$ cat src/rtl/register_bank.sv
// DEPTH x WIDTH register file: one write port, two combinational read ports, optional write forwarding, hardware clear sweep.
// Writes land one active edge later (or same cycle when forwarded); writes are dropped while busy, never stalled.
module register_bank #(
    parameter int WIDTH   = 16,
    parameter int ADDR_W  = 3,
    parameter bit NEGEDGE = 1'b0,
    parameter bit BYPASS  = 1'b0
) (
    input  logic              clk,
    input  logic              reset_n,
    input  logic              we,
    input  logic [ADDR_W-1:0] waddr,
    input  logic [WIDTH-1:0]  wdata,
    input  logic              clr,
    input  logic [ADDR_W-1:0] raddr_a,
    input  logic [ADDR_W-1:0] raddr_b,
    output logic [WIDTH-1:0]  rdata_a,
    output logic [WIDTH-1:0]  rdata_b,
    output logic              busy
);

    localparam int DEPTH = 2 ** ADDR_W;
    localparam logic [ADDR_W-1:0] LAST = ADDR_W'(DEPTH - 1);

    localparam logic [0:0] IDLE  = 1'b0;
    localparam logic [0:0] SWEEP = 1'b1;

    logic [WIDTH-1:0]  mem     [DEPTH];
    logic [WIDTH-1:0]  mem_nxt [DEPTH];
    logic [0:0]        state;
    logic [0:0]        state_nxt;
    logic [ADDR_W-1:0] ptr;
    logic [ADDR_W-1:0] ptr_nxt;
    logic              wr_ok;

    assign busy  = (state == SWEEP);
    assign wr_ok = we && !busy;

    always_comb begin
        mem_nxt   = mem;
        state_nxt = state;
        ptr_nxt   = ptr;
        if (state == IDLE) begin
            // A write coinciding with the clear request still lands; the sweep erases it later.
            if (we) begin
                mem_nxt[waddr] = wdata;
            end
            if (clr) begin
                state_nxt = SWEEP;
                ptr_nxt   = '0;
            end
        end else begin
            mem_nxt[ptr] = '0;
            ptr_nxt      = ptr + 1'b1;
            if (ptr == LAST) begin
                state_nxt = IDLE;
                ptr_nxt   = '0;
            end
        end
    end

    generate
        if (NEGEDGE) begin : g_neg
            always_ff @(negedge clk or negedge reset_n) begin
                if (!reset_n) begin
                    for (int i = 0; i < DEPTH; i++) mem[i] <= '0;
                    state <= IDLE;
                    ptr   <= '0;
                end else begin
                    mem   <= mem_nxt;
                    state <= state_nxt;
                    ptr   <= ptr_nxt;
                end
            end
        end else begin : g_pos
            always_ff @(posedge clk or negedge reset_n) begin
                if (!reset_n) begin
                    for (int i = 0; i < DEPTH; i++) mem[i] <= '0;
                    state <= IDLE;
                    ptr   <= '0;
                end else begin
                    mem   <= mem_nxt;
                    state <= state_nxt;
                    ptr   <= ptr_nxt;
                end
            end
        end
    endgenerate

    // Forwarding is suppressed in reset so the outputs read zero there.
    always_comb begin
        rdata_a = mem[raddr_a];
        rdata_b = mem[raddr_b];
        if (BYPASS && reset_n && wr_ok && (waddr == raddr_a)) rdata_a = wdata;
        if (BYPASS && reset_n && wr_ok && (waddr == raddr_b)) rdata_b = wdata;
    end

endmodule

$ cat config.mk
export PLATFORM = sky130hd
export DESIGN_NAME = register_bank
export DESIGN_NICKNAME = d
export VERILOG_FILES = /design/src/rtl/register_bank.sv
export SDC_FILE = /design/constraint.sdc
export NUM_CORES = 1
export LEC_CHECK = 0
export ABC_AREA = 1
export CORE_UTILIZATION = 40
export DETAILED_ROUTE_END_ITERATION = 6
export PLACE_DENSITY_LB_ADDON = 0.1
export SLEW_MARGIN = 25
export SYNTH_ARGS = -nofsm -noshare
export SYNTH_HDL_FRONTEND = slang
export SYNTH_SLANG_ARGS = --single-unit
export TNS_END_PERCENT = 100
$ cat constraint.sdc
create_clock -name clk -period 1.9 [get_ports clk]
set_input_delay 0.19 -clock clk [delete_from_list [all_inputs] [get_ports clk]]
set_output_delay 0.19 -clock clk [all_outputs]
set_load 0.005 [all_outputs]
# Word-level counts from Yosys, hierarchy flattened
# Cells that the tools add are included.
dict set report totals {
  out_inout_bits 33
  reg_bits 132
  elab_cells 47
  input_bits 29
}
dict set report classes {
  eq_ne 1
  reduce_logical 4
  bitwise_logic 6
  order_cmp 6
  add_sub_neg 1
  mux 19
}
# op count
set ops {}
lappend ops {{$mux W128} 2}
lappend ops {{$and A128 B128 Y128} 1}
lappend ops {{$bwmux W128} 1}
lappend ops {{$not A128 Y128} 1}
lappend ops {{$bmux W16 S3} 2}
lappend ops {{$demux W16 S3} 2}
lappend ops {{$mux W16} 6}
lappend ops {{$ge A4 B4 Y1 const B} 4}
lappend ops {{$not A3 Y4} 4}
lappend ops {{$mux W3} 3}
lappend ops {{$lt A4 B1 Y1 const B} 2}
lappend ops {{$reduce_bool A2 Y1} 2}
lappend ops {{$add A3 B1 Y3 const B} 1}
lappend ops {{$eq A3 B3 Y1 const B} 1}
lappend ops {{$mux W1} 3}
lappend ops {{$logic_and A1 B1 Y1} 2}

# Logic depth before layout (Yosys ltp)
# Gate-level depths: netlist of the first run.
dict set report logic_depth {
  depth_word 8
  ltp_mapped 7
  ltp_nobuf 6
}

# Worst setup path before layout of the first run
# No wires, ideal clock.
dict set report synth_timing {
  path_kind {register to register}
  start {reg state (netlist: busy)}
  end {reg mem[53] (netlist name)}
  period_less_slack_ps 1378
  required_time_ps 1783
  path_buffers 3
  setup_slack_ps 522
  setup_ps 117
  path_stages_with_launch 8
  arrival_time_ps 1261
  cell_sequence {dfrtp_1 -> buf_6 -> nor2_8 -> buf_6 -> nand3_4 -> buf_2 -> nand3_1 -> nand2_1}
}
dict set report synth_via {
  elab_chain_cells 1
  elab_cells_between_ends 2
  cone_classes {mux (1); reduce/logical (1)}
}
# item line
set synth_rtl {}
lappend synth_rtl {{from (decl)} 30} ;# logic [0:0] state;
lappend synth_rtl {{from (signal assigned)} 83} ;# state <= state_nxt;
lappend synth_rtl {{$mux W128 or $reduce_bool A2 Y1 (tied branches)} --}
lappend synth_rtl {{to (signal assigned)} 82} ;# mem <= mem_nxt;
lappend synth_rtl {{to (decl)} 28} ;# logic [WIDTH-1:0] mem [DEPTH];
# Parallel ways exist; a longest one is shown, timed or not.
# A chain may end at the register's enable or synchronous reset.

# Final worst setup path of the first run
dict set report layout_timing {
  start {reg mem[45] (netlist name)}
  end {out rdata_a[13]}
}
dict set report layout_via {
  elab_chain_cells 3
}
# item line
set layout_rtl {}
lappend layout_rtl {{$bmux W16 S3} 92} ;# rdata_a = mem[raddr_a];
lappend layout_rtl {{$mux W16 (not written as such) (2 in series)} 92}
lappend layout_rtl {{to (decl)} 17} ;# output logic [WIDTH-1:0] rdata_a,
# Every way passes these cells. The select of a mux whose other input is x is not followed.

==> results of run 1 <==
==> sequential cells by signal, summed over array words and instances (netlist names) <==
| signal | flops |
|---|---|
| busy | 1 |
| mem | 128 |
| ptr | 3 |
==> final timing paths <==
check	from	end	slack, ns	cells past startpoint
max	mem[45]$_DFFE_PN0P_	rdata_a[13]	0.15	7
min	reset_n	mem[120]$_DFFE_PN0P_	0.12	2
max reg2reg	busy$_DFF_PN0_	mem[75]$_DFFE_PN0P_	0.35	5
min reg2reg	mem[112]$_DFFE_PN0P_	mem[112]$_DFFE_PN0P_	0.49	2
max in group asynchronous	reset_n	mem[34]$_DFFE_PN0P_	1.09	3
min in group clk	clr	ptr[0]$_DFFE_PN0P_	0.43	3
==> per-layer routing <==
layer	share of wire (%)	track usage (%)	routed length, µm
met1	45	37.9	13300
met2	47	46.4	14100
met3	5.1	4.60	1520
met4	2.6	9.74	784
met5	0	0	0
==> placed cells by master (no fill, tap or decap), types with 2 or more instances in the layout <==
cell type	instances
buf_12	17
buf_2	2
buf_4	44
buf_6	2
bufinv_16	5
clkbuf_16	17
clkbuf_8	4
clkdlybuf4s50_1	23
clkinv_2	3
clkinv_4	4
dfrtp_1	131
dlygate4sd2_1	23
dlymetal6s2s_1	12
ha_1	2
inv_1	128
inv_2	18
nand2_1	602
nand2_2	4
nand3_1	318
nand3_2	4
nand3_4	6
nand4_1	16
nor2_1	3
nor2_4	2
o21ai_0	2
==> power by group through the flow <==
stage / registers (W) / clock network, W / logic, W
6_report: 0.00406 / 0.00384 / 0.00390
5_1_grt: 0.00416 / 0.00401 / 0.00441
4_1_cts: 0.00406 / 0.00388 / 0.00387
3_5_place_dp: 0.00411 / 0 / 0.00384
3_3_place_gp: 0.00409 / 0 / 0.00383
2_1_floorplan: 0.00395 / 0 / 0.00258
==> timing repair <==
item / CTS / global route
endpoints found under the setup margin: 32 / 13
gates cloned: 1 / 0
pin swaps: 2 / 1
setup buffers: 4 / 9
gates resized for setup: 37 / 18
hold endpoints to repair: 132 / 0
hold buffers: 1 / 0
==> Yosys cell counts, types with 3 or more instances <==
cell / number / area [µm²]
nor2_1: 3 / 11.3
buf_1: 7 / 26.3
nand4_1: 16 / 100
clkbuf_1: 40 / 150
inv_1: 137 / 514
inv_2: 9 / 33.8
buf_2: 39 / 195
nand3_4: 6 / 105
nand3_1: 320 / 1600
dfrtp_1: 132 / 3300
nand2_1: 606 / 2270
buf_6: 11 / 124
==> critical path: cells and delay by family, from the launching register on <==
family | cells | cell delay, ns
buffers and inverters | 2 | 0.40
flip-flops | 1 | 0.38
AND/OR/NAND/NOR | 5 | 0.34
==> metrics by stage <==
| step | instances | setup slack [ns] | hold slack [ns] |
|---|---|---|---|
| 2_1_floorplan | 1343 | 0.522 | -0.106 |
| 3_3_place_gp | 1630 | -0.200 | 0.00684 |
| 3_5_place_dp | 1630 | -0.191 | 0.00754 |
| 4_1_cts | 1668 | 0.00166 | 0.116 |
| 5_1_grt | 1677 | 0.0562 | 0.122 |
| 6_report | 1677 | 0.153 | 0.124 |
==> final cells by class <==
class	instances	area (µm²)
multi-input combinational	965	4250
timing repair buffer	125	1330
inverter	148	558
fill	2210	10600
clock inverter	11	198
sequential	132	3300
clock buffer	21	480
tap	275	344
==> logic make-up (layout without fill, tap and decap cells) <==
kind of cell             Yosys count  in the layout
AND/OR/NAND/NOR                  959            959
buffers and inverters            246            305
flip-flops                       132            132
AO/OA/AOI/OAI                      4              4
adder cells (fa/ha/maj)            2              2
==> flow_summary.json, run 1 <==
{
  "p_int_w": 0.00746,
  "holdCritPathClass": "input pin to asynchronous set/reset pin",
  "nets": 1420,
  "dpl_cell_area_mm2": 0.00961,
  "dr.pass1.iters": 5,
  "io_buffers": 61,
  "powerDensity_mw_per_mm2": 1130,
  "crit_required_ns": 1.71,
  "final_util_pct": 49.8,
  "status": "finished clean",
  "power_frac_seq_pct": 34.4,
  "fmax_ghz": 0.572,
  "critPathKind": "flip-flop to output pin",
  "synthMuxAreaShare_pct": 0,
  "p_leak_nw": 6.15,
  "num_antenna_cells": 0,
  "final_area_mm2": 0.0105,
  "end_kind": "output pin",
  "num_rows": 53,
  "grt_max_degree": 81,
  "antenna_found_initial": 0,
  "arrival_ns": 1.56,
  "swShare_pct": 36.7,
  "synth-seq-cells": 132,
  "clkSinkCount": 132,
  "synthCells": 1343,
  "overflow": 0,
  "ys_types": 24,
  "async_reset_ff_share_pct": 100,
  "yosysWarnings": 0,
  "synth_xor_area_share_pct": 0,
  "fin_crit_ns": 1.75,
  "drive_above_1_share_pct": 9.91,
  "final_hold_viol_count": 0,
  "critical_path.max_fanout": 2,
  "pwr-share-comb_pct": 33.1,
  "synth.avg_cell_area_um2": 6.40,
  "synthFlopType": "dfrtp_1",
  "synthAdderAreaFrac_pct": 0.291,
  "peakVddDrop_uv": 536,
  "drc": 0,
  "io_pins": 62,
  "slew_viol_final": 0,
  "htree_levels": 4,
  "synth-compound-area-share_pct": 0.277,
  "die_w_um": 149,
  "drtIter0Drc": 642,
  "wirelength_mm": 29.7,
  "cts-root-buf": "clkbuf_16",
  "area_growth_pct": 21.7,
  "initial_utilization_pct": 40.9,
  "synth_nets": 1374,
  "die_area_mm2": 0.0221,
  "slowest_delay_ns": 0.38,
  "detail-route-antenna-nets": 0,
  "critical_path.most_common_cell": "nand2_1",
  "finalSetupViolCount": 0,
  "drv_cap": 0,
  "switchingPower_w": 0.00434,
  "grt_pass1_wl_mm": 47.1,
  "grt_pass1_vias": 8235,
  "synth_edf_count": 0,
  "slew_headroom_pct": 58.7,
  "finalPower_w": 0.0118,
  "cp-start-kind": "flip-flop",
  "core_mm2": 0.0210,
  "synth_simple_gate_area_share_pct": 48.7,
  "dieHeight_um": 149,
  "via_per_inst": 5.18,
  "rsz0062_at_grt": "no",
  "final.setup.tns_ns": 0,
  "grtUsageTotal_pct": 28.4,
  "worst_path_max_delay_cell": "dfrtp_1",
  "synth_top_family_by_area": "simple AND/OR/NAND/NOR gates",
  "p_clk_share_pct": 32.5,
  "fin_crit_sh_pct": 91.9,
  "cts_buffers": 17,
  "hpwl_mm": 20.5,
  "cts_tree": "yes",
  "synth_area_mm2": 0.00860,
  "tightestPinTransition_ns": 0.618,
  "clk_latency_ns": 0.43,
  "crit_chain": "inv_1 > nand2_1 > nand3_1 > nand2_1 > nand2_1 > nand2_1 > dlygate4sd2_1",
  "drt-wirelength-per-cell_um": 17.7,
  "seq_area_frac_synth_pct": 38.4,
  "clk_pin_slew_worst_paths_ns": 0.06,
  "vias": 8694,
  "worst_clock_skew_ns": 0.00789,
  "clockBufferDepth": 2,
  "gp_congestion": 0.862
}
Power figures use the tool's default switching activity.
==> inputs of run 2 (changes only) <==
Settings changed: MAX_ROUTING_LAYER set to met4, SKIP_CTS_REPAIR_TIMING set to 1.
==> run 2 against run 1 <==
  * Worst setup slack improved by 0.050 ns
  * Count of clock-buffer cells in the layout fell by 1
  * First-iteration DRC count rose by 24%
  * Critical path type unchanged
  * Critical endpoint is now busy
==> flow_summary.json, run 2 (synthesis results as in run 1) <==
{
  "status": "finished clean",
  "crit_required_ns": 1.71,
  "clkSinkCount": 132,
  "drv_cap": 0,
  "detail-route-antenna-nets": 0,
  "slew_headroom_pct": 59.6,
  "drive_above_1_share_pct": 8.88,
  "drt-wirelength-per-cell_um": 18.0,
  "nets": 1415,
  "cts_buffers": 17,
  "dr.pass1.iters": 6,
  "core_mm2": 0.0210,
  "initial_utilization_pct": 40.9,
  "vias": 8783,
  "powerDensity_mw_per_mm2": 1100,
  "area_growth_pct": 21.7,
  "multi_input_area_mm2": 0.00424,
  "tightestPinTransition_ns": 0.604,
  "critical_path.max_fanout": 9,
  "final.setup.tns_ns": 0,
  "dieHeight_um": 149,
  "htree_levels": 4,
  "via_per_inst": 5.26,
  "fmax_ghz": 0.589,
  "worst_clock_skew_ns": 0.00970,
  "clk_pin_slew_worst_paths_ns": 0.07,
  "rsz0062_at_grt": "no",
  "grtUsageTotal_pct": 28.9,
  "drtIter0Drc": 795,
  "finalSetupViolCount": 0,
  "critPathTopFamily": "buffers and inverters",
  "worst_path_max_delay_cell": "clkdlybuf4s50_1",
  "end_kind": "output pin",
  "io_pins": 62,
  "layout_commonest_cell": "nand2_1",
  "slew_viol_final": 0,
  "largest_register": "mem",
  "grt_pass1_wl_mm": 46.9,
  "clk_latency_ns": 0.43,
  "antenna_found_initial": 0,
  "hpwl_mm": 20.5,
  "arrival_ns": 1.51,
  "cts-root-buf": "clkbuf_16",
  "peakVddDrop_uv": 547,
  "final_hold_viol_count": 0,
  "crit_chain": "clkdlybuf4s50_1",
  "clockBufferDepth": 2,
  "cp-start-kind": "flip-flop",
  "cts_tree": "yes",
  "gp_congestion": 0.880,
  "fillers": 2149,
  "num_rows": 53,
  "regArea_mm2": 0.00330,
  "wirelength_mm": 30.0,
  "die_w_um": 149,
  "holdCritPathClass": "input pin to asynchronous set/reset pin",
  "critPathKind": "flip-flop to output pin",
  "overflow": 0,
  "grt_pass1_vias": 8433,
  "slowest_delay_ns": 0.56,
  "io_buffers": 61,
  "drc": 0,
  "cp_num_buf_inv": 1,
  "fin_crit_sh_pct": 89.3,
  "fin_crit_ns": 1.70,
  "final_cell_mix": "605 x nand2_1, 320 x nand3_1, 131 x dfrtp_1",
  "p_leak_nw": 6.33,
  "final_util_pct": 49.8,
  "num_antenna_cells": 0,
  "largest_register_ffs": 128,
  "die_area_mm2": 0.0221,
  "grt_max_degree": 65
}
## run 2: layer usage
metal | track usage [%] | up-vias | wire [µm]
li1 | - | 4272 | -
met1 | 37.0 | 4156 | 13400
met2 | 46.0 | 298 | 14200
met3 | 3.93 | 57 | 1500
met4 | 11.4 | 0 | 983
met5 | - | - | 0
## run 2: final cells by class
cell class                      instances  share of cell area [%]
Clock buffer                           20                    4.27
Clock inverter                         11                    1.71
Inverter                              148                    5.33
Multi-Input combinational cell        965                    40.5
Sequential cell                       132                    31.6
Tap cell                              275                    3.29
Timing Repair Buffer                  120                    13.3
## run 2: final timing paths
path / from / to / slack, ns / cells past startpoint
min in group clk: clr / ptr[0]$_DFFE_PN0P_ / 0.44 / 3
max reg2reg: busy$_DFF_PN0_ / mem[8]$_DFFE_PN0P_ / 0.35 / 5
max in group asynchronous: reset_n / mem[91]$_DFFE_PN0P_ / 0.98 / 3
max: busy$_DFF_PN0_ / busy / 0.20 / 1
min reg2reg: mem[43]$_DFFE_PN0P_ / mem[43]$_DFFE_PN0P_ / 0.49 / 2
min: reset_n / mem[122]$_DFFE_PN0P_ / 0.27 / 2
## run 2: stage by stage
step                worst slack [ns]  hold WS, ns  total power [W]  std cells  instance area, µm²
finish                         0.203        0.273           0.0115       1671               10500
global route                   0.144        0.317           0.0123       1671               10500
CTS                           -0.174       -0.268           0.0116       1662               10300
detailed placement            -0.162        0.187          0.00797       1631                9640
global placement              -0.167        0.190          0.00793       1631                9640
floorplan                      0.522       -0.106          0.00652       1343                8600
## run 2: power by group
part / internal, W / switching, W
Clock: 0.00223 / 0.00134
Sequential: 0.00359 / 0.000470
Combinational: 0.00140 / 0.00251
Total: 0.00722 / 0.00432
==> inputs of run 3 (changes only) <==
==> constraint.sdc (replaced) <==
create_clock -name clk -period 1.9 [get_ports clk]
set_input_delay 0.475 -clock clk [delete_from_list [all_inputs] [get_ports clk]]
set_output_delay 0.475 -clock clk [all_outputs]
set_load 0.005 [all_outputs]
==> run 3 against run 2 <==
  * Maximum frequency down 10%
  * Count of clock-buffer cells in the layout down 1
  * Non-clock buffer count up 48
  * Register-to-register slack improved by 0.03 ns
  * Clock skew is 0.0015 ns higher
  * Worst setup slack got worse by 0.19 ns
  * Utilization rose by 2.9 points
  * Combinational power up 12%
  * Power up 1.7%
  * Via count rose by 5.4%
  * Critical path type unchanged
  * Largest cell class unchanged
  * Largest power group is now combinational cells
==> flow_summary.json, run 3 (synthesis results as in run 1) <==
{
  "wirelength_mm": 32.9,
  "grt_pass1_wl_mm": 47.8,
  "dieHeight_um": 149,
  "worst_clock_skew_ns": 0.0112,
  "die_area_mm2": 0.0221,
  "arrival_ns": 1.41,
  "clk_pin_slew_worst_paths_ns": 0.07,
  "wl_met1_mm": 13.7,
  "area_growth_pct": 28.8,
  "finalPower_w": 0.0117,
  "antenna_found_initial": 0,
  "critical_path.max_fanout": 2,
  "crit_required_ns": 1.42,
  "slew_viol_final": 0,
  "final_area_mm2": 0.0111,
  "fmax_ghz": 0.530,
  "layout_commonest_cell": "nand2_1",
  "grt_max_degree": 73,
  "dr.pass1.iters": 6,
  "fin_crit_ns": 1.89,
  "num_antenna_cells": 0,
  "hold_ws_ns": 0.414,
  "cts_tree": "yes",
  "vias": 9254,
  "p_leak_nw": 6.40,
  "wl_met3_mm": 2.67,
  "drive_above_1_share_pct": 21.5,
  "core_mm2": 0.0210,
  "finalSetupViolCount": 0,
  "clkSinkCount": 132,
  "drtIter0Drc": 890,
  "cp-start-kind": "flip-flop",
  "grtUsageTotal_pct": 29.7,
  "drc": 0,
  "final_hold_viol_count": 0,
  "grt_pass1_vias": 8393,
  "holdCritPathClass": "input pin to asynchronous set/reset pin",
  "clk_latency_ns": 0.44,
  "met2_length_mm": 14.9,
  "powerDensity_mw_per_mm2": 1060,
  "drt-wirelength-per-cell_um": 19.1,
  "gp_congestion": 0.932,
  "dr.max_layer_used": "met4",
  "dpl_cell_area_mm2": 0.00988,
  "final_util_pct": 52.7,
  "final_cell_mix": "583 x nand2_1, 297 x nand3_1, 131 x dfrtp_1",
  "largest_register": "mem",
  "cts-root-buf": "clkbuf_16",
  "critPathKind": "flip-flop to output pin",
  "nets": 1463,
  "drv_cap": 0,
  "initial_utilization_pct": 40.9,
  "die_w_um": 149,
  "status": "finished clean",
  "cts_buffers": 17,
  "post-place-ws_ns": -0.718,
  "clockBufferDepth": 2,
  "io_pins": 62,
  "layout_setup_ws_ns": 0.0122,
  "end_kind": "output pin",
  "num_rows": 53,
  "largest_register_ffs": 128,
  "via_per_inst": 5.38,
  "fin_crit_sh_pct": 99.4,
  "overflow": 0,
  "io_buffers": 61,
  "htree_levels": 4,
  "peakVddDrop_uv": 629,
  "hpwl_mm": 21.5,
  "rsz0062_at_grt": "yes",
  "detail-route-antenna-nets": 0,
  "slew_headroom_pct": 56.3,
  "tightestPinTransition_ns": 0.653
}
[run 3: stage by stage]
stage / TNS [ns] / cells
6_report: 0 / 1720
3_5_place_dp: -28.19 / 1651
2_1_floorplan: 0 / 1343
3_3_place_gp: -27.73 / 1651
4_1_cts: -21.74 / 1683
5_1_grt: -0.173 / 1720
[run 3: per-layer routing]
metal	vias to the layer above	GRT usage [%]
li1	4384	-
met1	4317	38.0
met2	431	46.2
met3	122	4.66
met4	0	13.6
met5	-	-
[run 3: path summary, 6_finish.rpt]
check | start | endpoint | slack (ns) | cells after the start
setup reg to reg | busy$_DFF_PN0_ | mem[57]$_DFFE_PN0P_ | 0.38 | 6
max in group asynchronous | reset_n | mem[37]$_DFFE_PN0P_ | 0.81 | 3
min in group clk | mem[63]$_DFFE_PN0P_ | mem[63]$_DFFE_PN0P_ | 0.50 | 2
hold reg to reg | mem[63]$_DFFE_PN0P_ | mem[63]$_DFFE_PN0P_ | 0.50 | 2
setup / recovery | mem[46]$_DFFE_PN0P_ | rdata_a[14] | 0.01 | 7
hold / removal | reset_n | mem[76]$_DFFE_PN0P_ | 0.41 | 2
[run 3: layout make-up]
class / count / area [µm²]
fill: 2096 / 9950
multi-input combinational: 965 / 4410
sequential: 132 / 3300
timing repair buffer: 168 / 1850
inverter: 148 / 596
clock buffer: 19 / 443
tap: 275 / 344
clock inverter: 13 / 126
[run 3: critical path, stage by stage (launching register included)]
cell            delay [ns]
dfrtp_1               0.38
inv_1                 0.08
nand2_1               0.07
nand3_1               0.09
nand2_1               0.05
nand2_1               0.07
nand2_2               0.09
dlymetal6s2s_1        0.16
[run 3: power by group]
part           switching (W)  internal (W)
sequential          0.000529       0.00359
combinational        0.00273       0.00165
clock                0.00139       0.00185
